`config.mk`:
```
export PLATFORM = sky130hd
export DESIGN_NAME = cpu_run_controller
export DESIGN_NICKNAME = d
export VERILOG_FILES = /design/src/rtl/cpu_run_controller.sv
export SDC_FILE = /design/constraint.sdc
export NUM_CORES = 1
export LEC_CHECK = 0
export BUFFER_PORTS_ARGS = -buffer_cell sky130_fd_sc_hd__clkbuf_2
export CAP_MARGIN = 0
export CORE_MARGIN = 1
export CORE_UTILIZATION = 48
export DETAILED_ROUTE_END_ITERATION = 6
export PLACE_DENSITY = 0.84
export SLEW_MARGIN = 20
export SYNTH_ARGS = -nofsm -noshare
export SYNTH_HDL_FRONTEND = slang
export SYNTH_SLANG_ARGS = --single-unit
export TNS_END_PERCENT = 10
```
`constraint.sdc`:
```
create_clock -name clk -period 3 [get_ports clk]
set_input_delay 0.15 -clock clk [delete_from_list [all_inputs] [get_ports clk]]
set_output_delay 0.15 -clock clk [all_outputs]
set_load 0.02 [all_outputs]
```
`src/rtl/cpu_run_controller.sv`:
```
// cpu_run_controller
//   Run/step/breakpoint sequencer between the top-level computer and the CPU core.
//   It gates the CPU clock-enable at instruction boundaries, counts retired
//   instructions and can stop the datapath after any instruction.
//
// Ports
//   clk                   system clock
//   reset                 synchronous, active-high reset
//   run_i                 1-cycle pulse: free-run from IDLE
//   step_i                1-cycle pulse: execute one instruction from IDLE
//   stop_i                1-cycle pulse: stop at the next instruction boundary
//   bp_enable_i           breakpoint compare enable (level)
//   bp_addr_i             breakpoint address
//   cpu_pc_i              CPU program counter
//   cpu_instr_complete_i  high in the final T-state of each instruction
//   cpu_halt_i            CPU executed HLT (level)
//   cpu_clk_en_o          clock-enable to the CPU
//   state_o               00 IDLE, 01 RUN, 10 STEP, 11 HALTED
//   bp_hit_o              1-cycle pulse when a breakpoint stops the CPU
//   instr_count_o         retired instructions since reset
//   count_ovf_o           sticky: instruction counter wrapped
module cpu_run_controller #(
  parameter int unsigned ADDR_WIDTH  = 16,
  parameter int unsigned COUNT_WIDTH = 16
) (
  input  logic                   clk,
  input  logic                   reset,
  input  logic                   run_i,
  input  logic                   step_i,
  input  logic                   stop_i,
  input  logic                   bp_enable_i,
  input  logic [ADDR_WIDTH-1:0]  bp_addr_i,
  input  logic [ADDR_WIDTH-1:0]  cpu_pc_i,
  input  logic                   cpu_instr_complete_i,
  input  logic                   cpu_halt_i,
  output logic                   cpu_clk_en_o,
  output logic [1:0]             state_o,
  output logic                   bp_hit_o,
  output logic [COUNT_WIDTH-1:0] instr_count_o,
  output logic                   count_ovf_o
);

  typedef enum logic [1:0] {
    StIdle   = 2'b00,
    StRun    = 2'b01,
    StStep   = 2'b10,
    StHalted = 2'b11
  } state_e;

  state_e                 r_state;
  logic                   r_stop_pending;
  logic                   r_bp_hit;
  logic [COUNT_WIDTH-1:0] r_count;
  logic                   r_ovf;

  logic w_boundary;
  logic w_bp_match;

  // Enable is a pure decode of the state register: no input reaches it combinationally.
  assign cpu_clk_en_o = (r_state == StRun) || (r_state == StStep);

  // Only completions the CPU actually clocked through count as boundaries.
  assign w_boundary = cpu_instr_complete_i & cpu_clk_en_o;

  // At the final T-state the PC already names the next, unexecuted instruction,
  // so a match here stops the CPU before bp_addr executes.
  assign w_bp_match = bp_enable_i && (cpu_pc_i == bp_addr_i);

  always_ff @(posedge clk) begin
    if (reset) begin
      r_state        <= StIdle;
      r_stop_pending <= 1'b0;
      r_bp_hit       <= 1'b0;
      r_count        <= '0;
      r_ovf          <= 1'b0;
    end else begin
      r_bp_hit <= 1'b0;

      if (w_boundary) begin
        r_count <= r_count + COUNT_WIDTH'(1);
        if (&r_count) begin
          r_ovf <= 1'b1;
        end
      end

      unique case (r_state)
        StIdle: begin
          r_stop_pending <= 1'b0;
          if (run_i) begin
            r_state <= StRun;
          end else if (step_i) begin
            r_state <= StStep;
          end
        end
        StRun: begin
          if (w_boundary) begin
            // Any pending stop is either honoured here or moot (HALTED/breakpoint).
            r_stop_pending <= 1'b0;
            if (cpu_halt_i) begin
              r_state <= StHalted;
            end else if (w_bp_match) begin
              r_state  <= StIdle;
              r_bp_hit <= 1'b1;
            end else if (r_stop_pending || stop_i) begin
              r_state <= StIdle;
            end
          end else if (stop_i) begin
            r_stop_pending <= 1'b1;
          end
        end
        StStep: begin
          if (w_boundary) begin
            r_state <= cpu_halt_i ? StHalted : StIdle;
          end
        end
        StHalted: begin
          r_state <= StHalted;
        end
        default: begin
          r_state <= StIdle;
        end
      endcase
    end
  end

  assign state_o       = r_state;
  assign bp_hit_o      = r_bp_hit;
  assign instr_count_o = r_count;
  assign count_ovf_o   = r_ovf;

endmodule

```
; ---- Word-level counts from Yosys, hierarchy flattened
; Cells that the tools add are included.
[op_classes]
addsub = 1
eq_ne = 9
mux = 13
bitwise = 3
reduce_logical = 9
[op_table]
columns = cell, n
row1 = $reduce_and 17->1, 1
row2 = $add 16x1->16 const B, 1
row3 = $eq 16x16->1, 1
row4 = $mux 2, 8
row5 = $pmux 2 s4, 1
row6 = $ne 3x3->1 const B, 2
row7 = $eq 2x2->1 const B, 2
row8 = $ne 2x2->1 const B, 2
row9 = $ne 4x3->1 const B, 1
row10 = $reduce_and 4->1, 1
row11 = $reduce_or 4->1, 1
row12 = $mux 1, 3
row13 = $eq 2x1->1 const B, 1
row14 = $logic_not 2->1, 1
row15 = $logic_or 1x1->1, 2
row16 = $not 1->1, 2
row17 = $pmux 1 s2, 1
row18 = $reduce_and 2->1, 1
row19 = $reduce_bool 2->1, 1
row20 = $and 1x1->1, 1
row21 = $logic_and 1x1->1, 1
[word_totals]
regBits = 21
inputBits = 40
out_inout_bits = 21

; ---- Depth between registers and ports, before layout
[logic_depth]
ltp_word = 6
mapped_depth = 8
ltp_nobuf = 7

; ---- Least setup slack after synthesis
; Ideal clock, no wire load.
[synth_path]
path_kind = register to register
from = register r_state[0] (netlist: state_o[0])
to = register r_count[15] (netlist: instr_count_o[15])
t_arrival_ns = 1.939
t_required_ns = 2.872
slack_ns = 0.933
path_stages_with_launch = 9
n_path_buf = 1
path_cell_list = dfxtp_1 > inv_1 > ha_1 > and2_1 > buf_2 > nand4_1 > nor3b_1 > xnor2_1 > nor2_1
[synth_via]
elab_chain_len = 3
elab_cells_between_ends = 4
[synth_rtl]
columns = element, line_no
row1 = from (decl), 50  ; state_e r_state;
row2 = from (signal assigned), 71  ; r_state <= StIdle;
row3 = from (signal assigned), 90  ; r_state <= StRun;
row4 = from (signal assigned), 92  ; r_state <= StStep;
row5 = $eq 2x1->1 or $eq 2x2->1 (tied branches), 60  ; assign cpu_clk_en_o = (r_state == StRun) || (r_state == StStep);
row6 = $logic_or 1x1->1 *, 60
row7 = named net cpu_clk_en_o, 36  ; output logic cpu_clk_en_o,
row8 = $and 1x1->1 *, 63  ; assign w_boundary = cpu_instr_complete_i & cpu_clk_en_o;
row9 = to (signal assigned), 80  ; r_count <= r_count + COUNT_WIDTH'(1);
row10 = to (decl), 53  ; logic [COUNT_WIDTH-1:0] r_count;
; Mark *: on every way through the listed nets, which the timed path passes. The rest lies on a longest branch.
; A chain may end at the register's enable or synchronous reset.

; ---- Final worst setup path
[layout_path]
from = register r_state[0] (netlist: state_o[0])
to = register r_count[15] (netlist: instr_count_o[15])
[layout_via]
elab_chain_len = 3
elab_cells_between_ends = 4
[layout_rtl]
columns = element, line_no
row1 = $eq 2x1->1 or $eq 2x2->1 (tied branches), 60
row2 = $logic_or 1x1->1 *, 60
row3 = $and 1x1->1 *, 63
; Every way passes the cells marked *; elsewhere a longest branch is shown, timed or not.

==> impl_metrics.tcl <==
set metrics [dict create \
    max-slew-margin-rel 0.690 \
    final_cell_mix "clkbuf_2 (60), nor2_1 (21), dfxtp_1 (21), xor2_1 (18), xnor2_1 (11)" \
    worstPathRequired_ns 3.18 \
    layout_commonest_cell "clkbuf_2" \
    area_growth_pct 29.7 \
    synth_area_leader_cell "dfxtp_1" \
    period_needed_ns 2.10 \
    min_path_type "in2reg" \
    power_density_nw_per_um2 469 \
    place_congestion 0.925 \
    worst_slew_pin_slew_ns 0.459 \
    ys_seq_area_frac 0.356 \
    clock-root-buffer "clkbuf_4" \
    clkTransAtPathRegs_ns 0.12 \
    grt_pass1_wl_mm 4.46 \
    htree_levels 1 \
    setup.worst_path.start "state_o[0]" \
    maxCapViolations 0 \
    drt_iter0_drc 21 \
    io_buffers 60 \
    syn_avg_cell_area_um2 8.62 \
    grtUsageTotal 0.217 \
    finalPower_mw 0.719 \
    cp_cell_sequence "inv_1 -> ha_1 -> and2_1 -> nand4_1 -> nor3b_1 -> xnor2_1 -> nor2_1" \
    grt_pass1_vias 1110 \
    syn-num-nets 182 \
    cp_num_buf_inv 1 \
    holdCritStartpoint "bp_enable_i" \
    tns_ns 0 \
    antenna_cells 0 \
    cts_resized 0 \
    critPathMaxStageDelay_ns 0.42 \
    nFillCells 196 \
    syn_inst 137 \
    drt-vias-per-instance 5.21 \
    ir_drop_mv 0.365 \
    die_h_um 51.6 \
    crit_arrival_ns 2.28 \
    route.vias.total 1177 \
    cts_buffers 3 \
    clock-sinks 21 \
    dr.pass1.iters 6 \
    synth_cell_type_count 32 \
    synth_top_area_share 0.356 \
    core_um2 2280 \
    ys_warn_count 0 \
    setup_viol 0 \
    die-area_um2 2660 \
    clk_latency_ns 0.29 \
    wl_per_cell_um 12.2 \
    power_leakage_nw 0.706 \
    dpl.hpwl_mm 2.27 \
    overflow 0 \
    critPathLaunchType "flop" \
    grt_max_degree 23 \
    period_share 0.700 \
    max_freq_ghz 0.476 \
    pre_cts_ws_ns 0.904 \
    worst_hold_path.num_cells 3 \
    antenna_left 0 \
    slew_viol_final 0 \
    synth_area_leaders "dfxtp_1 (36%), xor2_1 (13%), xnor2_1 (8.2%)" \
    clk_path_buf_depth 2 \
    floorplan.initialDensity 0.519 \
    outcome "completed" \
    hold_violations 0 \
    rsz0062_at_grt "no" \
    antenna_found_initial 0 \
    drc_errors 0 \
    end_kind "flop" \
    final_nets 244 \
    holdBufCountCts 0 \
    setup.worst_path.class "reg2reg" \
    crit_cells 7 \
    cts_tree "built" \
    synth_area_um2 1180 \
    pin_count 61 \
    wl_mm 2.77 \
    crit_family "simple AND/OR/NAND/NOR gates" \
    layout-drive-gt1-share 0.338 \
    yosys_register_bits 21 \
    fin_skew_ns 0.00166 \
    dieWidth_um 51.6 \
    num_rows 17 \
    cp_slowest_cell "dfxtp_1" \
    reg2reg_depth 7 \
    worstPathMaxFanout 10 \
    cts_setup_buffers 0 \
    setup_ws_ns 0.901 \
    worstReg2RegStart "state_o[0]" \
    post-route-util 0.673 \
]
[through the flow]
step                      cell area, um2  instances  hold WS [ns]
after floorplan                     1180        137         0.317
after global placement              1500        222         0.442
after detailed placement            1500        222         0.450
after CTS                           1530        226         0.125
after global routing                1530        226         0.150
final                               1530        226         0.134
[per-layer routing]
metal | part of all wire | vias to the layer above | GRT usage
met5 | 0 | - | 0
met3 | 0.055 | 6 | 0.0380
met1 | 0.41 | 540 | 0.245
li1 | - | 588 | -
met4 | 0.017 | 0 | 0.0721
met2 | 0.51 | 43 | 0.407
[area by class of cell]
class | instances | area [um2] | share of cell area
tap | 28 | 35.0 | 0.0229
clock inverter | 1 | 5.00 | 0.00327
sequential | 21 | 420 | 0.275
timing repair buffer | 60 | 300 | 0.196
multi-input combinational | 108 | 729 | 0.476
clock buffer | 3 | 22.5 | 0.0147
inverter | 5 | 18.8 | 0.0123
[cells in the mapped netlist]
master     n
inv_1      5
buf_2      1
or3_1      2
nand3_1    2
nand2_1   10
mux2i_1    2
nor3b_1    1
a31oi_1    1
and3_1     3
dfxtp_1   21
xor2_1    18
a21oi_1    3
a211oi_1   2
o21ai_1    2
and2_1     1
a21boi_1   1
nor3_1     3
nor4_1     2
o41ai_2    1
nor3_2     1
o21ai_0    2
nor4b_1    1
clkbuf_1   2
xnor2_1   11
nand4_1    6
nor2_1    21
and4_1     2
nor4_2     1
ha_1       5
nand3b_1   1
nand2b_1   2
o21bai_1   1
[sequential cells by signal (all words and copies together), names as in the netlist]
signal,count
state_o,2
r_stop_pending,1
instr_count_o,16
bp_hit_o,1
count_ovf_o,1
[cell families (layout without fill, tap and decap cells)]
group	Yosys count	count (layout)	synth area share
compound gates	13	13	0.0742
mux	2	2	0.0169
flops	21	21	0.356
xor+xnor	29	29	0.215
buf+inv	8	69	0.0265
simple gates	59	59	0.258
fa+ha+maj	5	5	0.0530
[where the power goes]
group / internal, mW / leakage [nW] / switching, mW
combinational: 0.110 / 0.518 / 0.156
sequential: 0.298 / 0.170 / 0.0217
clock: 0.0495 / 0.0177 / 0.0837
[final timing paths]
| path | to | slack, ns |
|---|---|---|
| setup reg to reg | instr_count_o[15] | 0.90 |
| setup / recovery | instr_count_o[15] | 0.90 |
| hold reg to reg | count_ovf_o | 0.50 |
| hold / removal | bp_hit_o | 0.13 |
[worst min-delay path: cells and delay by family]
family | cells | cell delay, ns
and+or+nand+nor | 2 | 0.16
buffers and inverters | 1 | 0.08
Power figures use the tool's default switching activity.
